## config.mk

```make
export PLATFORM = sky130hd
export DESIGN_NAME = pid_loop_sequencer_flat
export DESIGN_NICKNAME = d
export VERILOG_FILES = /design/src/rtl/pid_loop_sequencer_if.sv /design/src/rtl/pid_loop_sequencer.sv /design/src/flat_wrapper.sv
export SDC_FILE = /design/constraint.sdc
export NUM_CORES = 1
export LEC_CHECK = 0
export ABC_AREA = 0
export CAP_MARGIN = 20
export CORE_ASPECT_RATIO = 1.75
export CORE_UTILIZATION = 45
export DETAILED_ROUTE_END_ITERATION = 10
export PLACE_DENSITY = 0.69
export SLEW_MARGIN = 20
export SYNTH_ARGS = -nofsm -noshare
export SYNTH_HDL_FRONTEND = slang
export SYNTH_SLANG_ARGS = --single-unit
```

## constraint.sdc

```tcl
create_clock -name clk -period 3.1 [get_ports clk]
set_clock_uncertainty 0.2 [all_clocks]
set_input_delay 0.31 -clock clk [delete_from_list [all_inputs] [get_ports clk]]
set_output_delay 0.31 -clock clk [all_outputs]
set_load 0.01 [all_outputs]
```

## src/rtl/pid_loop_sequencer_if.sv

```systemverilog
// rtl/pid_loop_sequencer_if.sv - link between the loop sequencer and the pid datapath
interface pid_loop_sequencer_if;
   logic [3:0]         sensors;
   logic               pid_rst;
   logic signed [12:0] pid_output;

   modport master (output sensors, output pid_rst, input pid_output);
   modport slave  (input sensors, input pid_rst, output pid_output);
endinterface

```

## src/rtl/pid_loop_sequencer.sv

```systemverilog
// rtl/pid_loop_sequencer.sv - fixed-rate sample/settle/apply sequencer around pid
// Optional search-mode duties on line loss are enabled by PID_SEQ_SEARCH_EN.
module pid_loop_sequencer #(
   parameter int TICK_DIV   = 100000,
   parameter int PID_LAT    = 4,
   parameter int CORR_SHIFT = 5,
   parameter int BASE_DUTY  = 64,
   parameter int MAX_DUTY   = 127,
   parameter int LOST_LIMIT = 50
`ifdef PID_SEQ_SEARCH_EN
   , parameter int SEARCH_DUTY = 48
`endif
) (
   input  logic                        clk,
   input  logic                        rst,
   input  logic                        enable,
   input  logic [3:0]                  sensors_raw,
   pid_loop_sequencer_if.master        pid,
   output logic [6:0]                  duty_left,
   output logic [6:0]                  duty_right,
   output logic                        update,
   output logic                        lost,
   output logic [2:0]                  state
);
   typedef enum logic [2:0] {
      IDLE    = 3'd0,
      RUN     = 3'd1,
      SETTLE  = 3'd2,
      APPLY   = 3'd3,
      STOPPED = 3'd4
   } state_t;

   localparam int CNT_W = (TICK_DIV > 1) ? $clog2(TICK_DIV) : 1;
   localparam int SET_W = (PID_LAT > 1) ? $clog2(PID_LAT) : 1;
   localparam int LC_W  = $clog2(LOST_LIMIT + 1);

   localparam logic [CNT_W-1:0]  CNT_LAST = CNT_W'(TICK_DIV - 1);
   localparam logic [SET_W-1:0]  SET_LAST = SET_W'(PID_LAT - 1);
   localparam logic [LC_W-1:0]   LC_LIMIT = LC_W'(LOST_LIMIT);
   localparam logic signed [9:0] BASE_S   = 10'(BASE_DUTY);
   localparam logic signed [9:0] MAX_S    = 10'(MAX_DUTY);
   localparam logic [6:0]        MAX_D    = 7'(MAX_DUTY);
`ifdef PID_SEQ_SEARCH_EN
   localparam logic [6:0]        SEARCH_D = 7'(SEARCH_DUTY);
`endif

   state_t             st;
   logic [CNT_W-1:0]   period_cnt;
   logic [SET_W-1:0]   settle_cnt;
   logic [LC_W-1:0]    lost_cnt;
   logic [LC_W-1:0]    lost_cnt_inc;
   logic               wrap;
   logic               sample_valid;
   logic signed [12:0] shifted;
   logic signed [7:0]  corr;
   logic signed [9:0]  left_sum;
   logic signed [9:0]  right_sum;
`ifdef PID_SEQ_SEARCH_EN
   logic               last_corr_neg;
`endif

   function automatic logic is_valid(input logic [3:0] s);
      case (s)
         4'b1001, 4'b0111, 4'b0011, 4'b1110, 4'b1100,
         4'b1011, 4'b1101, 4'b0001, 4'b1000: is_valid = 1'b1;
         default:                            is_valid = 1'b0;
      endcase
   endfunction

   function automatic logic [6:0] sat(input logic signed [9:0] v);
      if (v[9])
         sat = 7'd0;
      else if (v > MAX_S)
         sat = MAX_D;
      else
         sat = v[6:0];
   endfunction

   assign shifted      = pid.pid_output >>> CORR_SHIFT;
   assign corr         = 8'(shifted);
   assign left_sum     = BASE_S + {{2{corr[7]}}, corr};
   assign right_sum    = BASE_S - {{2{corr[7]}}, corr};
   assign wrap         = (period_cnt == CNT_LAST);
   assign sample_valid = is_valid(sensors_raw);
   assign lost_cnt_inc = (lost_cnt == LC_LIMIT) ? lost_cnt : lost_cnt + LC_W'(1);
   assign state        = st;

   // Disable behaves like a soft reset but keeps the last sensor snapshot.
   always_ff @(posedge clk) begin
      if (rst || !enable) begin
         st          <= IDLE;
         period_cnt  <= '0;
         settle_cnt  <= '0;
         lost_cnt    <= '0;
         pid.pid_rst <= 1'b1;
         duty_left   <= 7'd0;
         duty_right  <= 7'd0;
         update      <= 1'b0;
         lost        <= 1'b0;
         if (rst) begin
            pid.sensors   <= 4'b1001;
`ifdef PID_SEQ_SEARCH_EN
            last_corr_neg <= 1'b0;
`endif
         end
      end else begin
         update <= 1'b0;
         if (st != IDLE)
            period_cnt <= wrap ? '0 : period_cnt + CNT_W'(1);

         case (st)
            IDLE: begin
               st          <= RUN;
               pid.pid_rst <= 1'b0;
            end
            SETTLE: begin
               if (settle_cnt == SET_LAST) begin
                  st         <= APPLY;
                  settle_cnt <= '0;
               end else begin
                  settle_cnt <= settle_cnt + SET_W'(1);
               end
            end
            APPLY: begin
               duty_left     <= sat(left_sum);
               duty_right    <= sat(right_sum);
               update        <= 1'b1;
               st            <= RUN;
`ifdef PID_SEQ_SEARCH_EN
               last_corr_neg <= corr[7];
`endif
            end
            RUN, STOPPED: begin
               // pid_rst is only pulsed on the transition into STOPPED
               if (st == STOPPED)
                  pid.pid_rst <= 1'b0;
               if (wrap) begin
                  pid.sensors <= sensors_raw;
                  if (sample_valid) begin
                     lost_cnt   <= '0;
                     lost       <= 1'b0;
                     settle_cnt <= '0;
                     st         <= SETTLE;
                  end else begin
                     lost     <= 1'b1;
                     lost_cnt <= lost_cnt_inc;
                     if (lost_cnt_inc == LC_LIMIT) begin
                        if (st == RUN) begin
                           st          <= STOPPED;
                           pid.pid_rst <= 1'b1;
                           duty_left   <= 7'd0;
                           duty_right  <= 7'd0;
                        end
                     end
`ifdef PID_SEQ_SEARCH_EN
                     else begin
                        // turn towards the side the line was last seen on
                        update <= 1'b1;
                        if (last_corr_neg) begin
                           duty_left  <= 7'd0;
                           duty_right <= SEARCH_D;
                        end else begin
                           duty_left  <= SEARCH_D;
                           duty_right <= 7'd0;
                        end
                     end
`endif
                  end
               end
            end
            default: st <= IDLE;
         endcase
      end
   end
endmodule

```

## src/flat_wrapper.sv

```systemverilog
// flat-port wrapper written by rule: the top's interface ports become plain ports
module pid_loop_sequencer_flat 
#(
   parameter int TICK_DIV   = 100000,
   parameter int PID_LAT    = 4,
   parameter int CORR_SHIFT = 5,
   parameter int BASE_DUTY  = 64,
   parameter int MAX_DUTY   = 127,
   parameter int LOST_LIMIT = 50

)
  (clk, rst, enable, sensors_raw, duty_left, duty_right, update, lost, state, pid_sensors, pid_pid_rst, pid_pid_output);
  pid_loop_sequencer_if pid_i ();
  input  logic clk;
  input  logic rst;
  input  logic enable;
  input  logic [3:0] sensors_raw;
  output logic [6:0] duty_left;
  output logic [6:0] duty_right;
  output logic update;
  output logic lost;
  output logic [2:0] state;
  output wire logic [$bits(pid_i.sensors)-1:0] pid_sensors;
  output wire logic [$bits(pid_i.pid_rst)-1:0] pid_pid_rst;
  input wire logic [$bits(pid_i.pid_output)-1:0] pid_pid_output;
  assign pid_sensors = pid_i.sensors;
  assign pid_pid_rst = pid_i.pid_rst;
  assign pid_i.pid_output = pid_pid_output;
  pid_loop_sequencer #(.TICK_DIV(TICK_DIV), .PID_LAT(PID_LAT), .CORR_SHIFT(CORR_SHIFT), .BASE_DUTY(BASE_DUTY), .MAX_DUTY(MAX_DUTY), .LOST_LIMIT(LOST_LIMIT)) u_core (.clk(clk), .rst(rst), .enable(enable), .sensors_raw(sensors_raw), .pid(pid_i), .duty_left(duty_left), .duty_right(duty_right), .update(update), .lost(lost), .state(state));
endmodule
```

# ---- Yosys cells after proc, flatten, opt, wreduce, memory -nomap -nowiden
# Memory sizes are Yosys's and may differ from the RTL's.
# Cells that the tools add are included.
dict set report op_classes {
  add_sub_neg 5
  n_shift 0
  n_eq_ne 17
  n_mul 0
  magnitude_cmp 2
  n_bitwise 0
  div 0
  mux 35
  reduce_logical 16
}
# op n
set ops {}
lappend ops {{2-to-1 mux 7 bit} 8}
lappend ops {{case mux 7 bit (2 select lines)} 2}
lappend ops {{greater-than comparator 10 x 8 -> 1 bit, second input constant} 2}
lappend ops {{adder 17 x 1 -> 17 bit, second input constant} 1}
lappend ops {{equality test 17 bit, second input constant} 1}
lappend ops {{2-to-1 mux 17 bit} 1}
lappend ops {{2-to-1 mux 4 bit} 4}
lappend ops {{2-to-1 mux 3 bit} 5}
lappend ops {{equality test 6 bit, second input constant} 2}
lappend ops {{2-to-1 mux 6 bit} 2}
lappend ops {{inequality test 2 x 1 -> 1 bit, second input constant} 5}
lappend ops {{nonzero test 2 bit} 5}
lappend ops {{adder 8 x 8 -> 9 bit, first input constant} 1}
lappend ops {{case mux 3 bit (3 select lines)} 1}
lappend ops {{subtractor 8 x 8 -> 9 bit, first input constant} 1}
lappend ops {{2-to-1 mux 1 bit} 7}
lappend ops {{adder 6 x 1 -> 6 bit, second input constant} 1}
lappend ops {{equality test 3 x 2 -> 1 bit, second input constant} 2}
lappend ops {{2-to-1 mux 2 bit} 3}
lappend ops {{inequality test 3 x 1 -> 1 bit, second input constant} 2}
lappend ops {{AND reduction 3 bit} 2}
lappend ops {{AND reduction 5 bit} 1}
lappend ops {{inequality test 2 bit, second input constant} 2}
lappend ops {{case mux 2 bit (2 select lines)} 1}
lappend ops {{other kinds (12)} 13}
dict set report word_totals {
  regBits 49
  mem_count 1
  output_inout_bits 24
  latch_bits 0
  ram_bits 0
  mem_bits_ro 16
}
# name depth width read_ports rd_ports_with_merged_regs wr line_no
set memory_table {}
lappend memory_table {{(name not given)} 16 1 1 0 0 pid_loop_sequencer.sv:63} ;# case (s)

# ---- Logic depth before layout (Yosys ltp)
dict set report depth {
  word_depth 7
  ltp_mapped 9
}

# ---- Worst setup path before layout
# OpenSTA, ideal clock, no wires.
dict set report synth_timing {
  path_kind {register to register}
  from {register u_core.period_cnt[0]}
  to {register u_core.pid.sensors[0], enable pin}
  period_less_slack_ns 2.201
  required_ns 2.562
  n_path_buf 1
  setup_ns 0.338
  arrival_ns 1.663
  path_stages_with_launch 7
  setup_slack_ns 0.899
  path_cell_list {dfxtp_1 ha_1 and4b_1 nand4_2 or3_4 buf_6 o21bai_1}
}
dict set report synth_between {
  elab_chain_cells 3
}
# element line_no
set synth_rtl {}
lappend synth_rtl {{start, declared} pid_loop_sequencer.sv:48} ;# logic [CNT_W-1:0] period_cnt;
lappend synth_rtl {{start signal, assigned} pid_loop_sequencer.sv:109} ;# period_cnt <= wrap ? '0 : period_cnt + CNT_W'(1);
lappend synth_rtl {{equality test 17 bit} pid_loop_sequencer.sv:83} ;# assign wrap = (period_cnt == CNT_LAST);
lappend synth_rtl {{nonzero test 2 bit (no source line)} --}
lappend synth_rtl {{AND reduction 3 bit (no source line)} --}
lappend synth_rtl {{end signal, assigned} pid_loop_sequencer.sv:138} ;# pid.sensors <= sensors_raw;
lappend synth_rtl {{end, declared} pid_loop_sequencer_if.sv:7} ;# modport master (output sensors, output pid_rst, input pid_output);
# No other way between the ends.
# A chain may end at the register's enable or synchronous reset.

# ---- Worst setup path after layout
dict set report layout_timing {
  from {input port pid_pid_output[11]}
  to {register u_core.duty_right[6]}
}
dict set report layout_between {
  elab_chain_cells 5
}
# element line_no
set layout_rtl {}
lappend layout_rtl {{start, declared} flat_wrapper.sv:25} ;# input wire logic [$bits(pid_i.pid_output)-1:0] pid_pid_output;
lappend layout_rtl {{subtractor 8 x 8 -> 9 bit *} pid_loop_sequencer.sv:82} ;# assign right_sum = BASE_S - {{2{corr[7]}}, corr};
lappend layout_rtl {{greater-than comparator 10 x 8 -> 1 bit} pid_loop_sequencer.sv:73} ;# else if (v > MAX_S)
lappend layout_rtl {{2-to-1 mux 7 bit} pid_loop_sequencer.sv:73}
lappend layout_rtl {{2-to-1 mux 7 bit *} pid_loop_sequencer.sv:71} ;# if (v[9])
lappend layout_rtl {{case mux 7 bit (2 select lines) *} pid_loop_sequencer.sv:111} ;# case (st)
lappend layout_rtl {{end signal, assigned} pid_loop_sequencer.sv:126} ;# duty_right <= sat(right_sum);
lappend layout_rtl {{end, declared} pid_loop_sequencer.sv:20} ;# output logic [6:0] duty_right,
# Every way passes the cells marked *; elsewhere a longest branch is shown, timed or not.

==> impl_metrics.json <==
{
  "place.detailed.instances": 411,
  "initial_core_utilization": 0.469,
  "path_buf_inv": 2,
  "diodes": 0,
  "postSynthRegisterBits": 49,
  "tritoncts": "yes",
  "postSynthCellCount": 304,
  "yosys_warnings": 0,
  "critPathKind": "input pin to flip-flop",
  "timing.final.crit_period_ns": 2.51,
  "commonest_non_fill_non_tap_cell_in_the_layout": "dfxtp_1",
  "syn-mean-instance-area_um2": 8.68,
  "timing.critical_path.cells": "clkdlybuf4s50_1 > inv_1 > ha_1 > a31oi_1 > nor2_1 > a22o_1 > o21ai_0 > a21bo_1",
  "cts.hold.buffers_added": 0,
  "wl_per_cell_um": 13.6,
  "timing.critical_path.slowest_stage_cell": "clkdlybuf4s50_1",
  "drtAntennaViolNets": 0,
  "drive_gt1_frac": 0.0671,
  "firstDrtPassIters": 4,
  "postCtsResizedCells": 0,
  "holdCritPathClass": "flip-flop to flip-flop",
  "grt_pass1_vias": 2253,
  "h-tree-depth": 2,
  "critical_path.max_fanout": 6,
  "grt.total_usage": 0.203,
  "cap_viol_max_count": 0,
  "synth_edf_count": 4,
  "crit_required_ns": 3.10,
  "critPathTopFamily": "compound AO/OA/AOI/OAI gates",
  "status": "complete, no violations",
  "cp_data_arrival_time_ns": 2.51,
  "final_global_route_overflow_total": 0,
  "synth_top_flop_cell": "dfxtp_1",
  "highest_achievable_clock_rate_mhz": 399,
  "yosysSeqAreaShare": 0.387,
  "viasPerCell": 5.51,
  "die_height_um": 103,
  "final_hold_viol_count": 0,
  "post_synthesis_net_count": 334,
  "nNetsFinal": 372,
  "detail_route.wirelength_um": 5700,
  "floorplan.die.width_um": 59.9,
  "async_reset_ff_frac": 0,
  "grt_first_pass_wirelength_um": 9630,
  "antenna_found_initial": 0,
  "post_synthesis_instance_area_mm2": 0.00264,
  "globalplace.congestion": 0.810,
  "clk-insertion-delay-late_ns": 0.30,
  "cp-startpoint": "pid_pid_output[11]",
  "min_from": "u_core.duty_left[1]",
  "endpoint_kind": "flip-flop",
  "clkSlewWorstSetupHoldPaths_ns": 0.09,
  "max_stage_delay_ns": 0.60,
  "slew_violations": 0,
  "tritoncts_num_sinks": 49,
  "io_buffer_count": 38,
  "dieArea_mm2": 0.00619,
  "grt_max_degree": 18,
  "drc_violations_left": 0,
  "crit_path_start_kind": "input pin",
  "tightest_slew_ns": 0.687,
  "worst_ir_drop_vdd_v": 0.000248,
  "final_cell_count_no_fill": 419,
  "rsz_0062_raised_after_global_routing": "false",
  "total_neg_setup_slack_ns": 0,
  "ctsRootBufferMaster": "clkbuf_8",
  "max_slew_margin": 0.542,
  "detailed_place.area_mm2": 0.00309,
  "design_power_total_mw": 1.13,
  "core-area_mm2": 0.00563,
  "tritoncts.num_buffers": 5,
  "design_area_mm2": 0.00317,
  "drt-initial-drc-count": 59,
  "syn2layout_area_growth_pct": 20.1,
  "powerDensity_mw_per_mm2": 357,
  "post-dp-hpwl_um": 4250,
  "cts_setup_buffers": 0,
  "clockBufferDepth": 2,
  "finalSetupViolations": 0,
  "finalHoldWorstSlack_ns": 0.256,
  "io-pin-count": 44,
  "via_count": 2309,
  "reg2reg_from": "u_core.period_cnt[0]",
  "ys_types": 54,
  "power.leakage_nw": 1.22,
  "row_count": 36,
  "layout.cells.most_common_list": "45 x dfxtp_1, 44 x nor2_1, 38 x clkdlybuf4s50_1, 21 x nand2_1, 18 x o21ai_0",
  "final.period_utilization": 0.808
}
-- worst reg2reg max path: stages, from the launching register on --
cell and delay, ns:
dfxtp_1 0.38, ha_1 0.20, and4b_1 0.22, nand4_2 0.20, or3_4 0.51, o21bai_1 0.37
-- area by class of cell --
type,count,area (um2)
Timing Repair Buffer,43,418
Fill cell,548,2460
Sequential cell,49,1020
Multi-Input combinational cell,230,1510
Inverter,13,48.8
Clock inverter,2,10.0
Tap cell,76,95.1
Clock buffer,6,72.6
-- flip-flops by register name, summed over array words and instances (netlist names) --
name,count
u_core.update,1
u_core.lost_cnt,6
u_core.duty_left,7
u_core.settle_cnt,2
u_core.pid.pid_rst,1
u_core.pid.sensors,4
u_core.lost,1
u_core.state,3
u_core.period_cnt,17
u_core.duty_right,7
-- cells in the mapped netlist, drive strengths merged, types with 2 or more instances --
cell    number  area share
a21bo       12       0.045
nand2b       4      0.0095
nand3        6       0.011
nand4        5       0.014
a22o         3       0.010
nand4b       2      0.0066
edfxtp       4       0.045
nand2       21       0.030
nor3        15       0.035
xor2        11       0.036
a211oi       2      0.0057
nor4         2      0.0095
nand3b       3      0.0085
clkbuf       4      0.0062
a21o         3      0.0085
and4         3       0.010
or3          2      0.0066
or3b         2      0.0066
buf          8       0.018
dfxtp       45        0.34
inv         13       0.018
and3         5       0.012
a31oi        6       0.014
nor2        44       0.063
o21ai       24       0.045
xnor2       13       0.043
and4b        3       0.011
a21oi       13       0.025
o21bai       2      0.0057
ha          10       0.047
-- cell families (layout without fill, tap and decap cells) --
logic type      after synthesis  count (layout)  synth area share
simple gates                120             120             0.243
compound gates               75              75             0.197
flops                        49              49             0.387
buf+inv                      25              64            0.0427
xor+xnor                     24              24            0.0796
fa+ha+maj                    10              10            0.0474
mux                           1               1           0.00379
-- per-layer routing --
layer | global-route usage | wire length [um] | vias up
li1 | - | - | 1150
met3 | 0.0323 | 198 | 13
met2 | 0.383 | 3000 | 63
met1 | 0.212 | 2330 | 1083
met4 | 0.0894 | 162 | 0
met5 | 0 | 0 | -
-- power by group --
part	switching, mW	total, mW	internal [mW]
sequential	0.00369	0.645	0.642
combinational	0.0661	0.116	0.0499
clock	0.215	0.372	0.157
-- per-stage QoR --
step                       util  setup slack (ns)
final                     0.563             0.594
after global routing      0.563             0.471
after CTS                 0.563             0.657
after detailed placement  0.549             0.331
after global placement    0.549             0.385
after floorplan               -             0.899
-- path summary, 6_finish.rpt --
check / to / slack, ns / depth (start not counted)
worst min-delay path: u_core.duty_left[1] / 0.26 / 1
worst min register to register: u_core.duty_left[1] / 0.26 / 1
worst max register to register: u_core.pid.sensors[3] / 0.69 / 5
worst max-delay path: u_core.duty_right[6] / 0.59 / 8
Power figures use the tool's default switching activity.
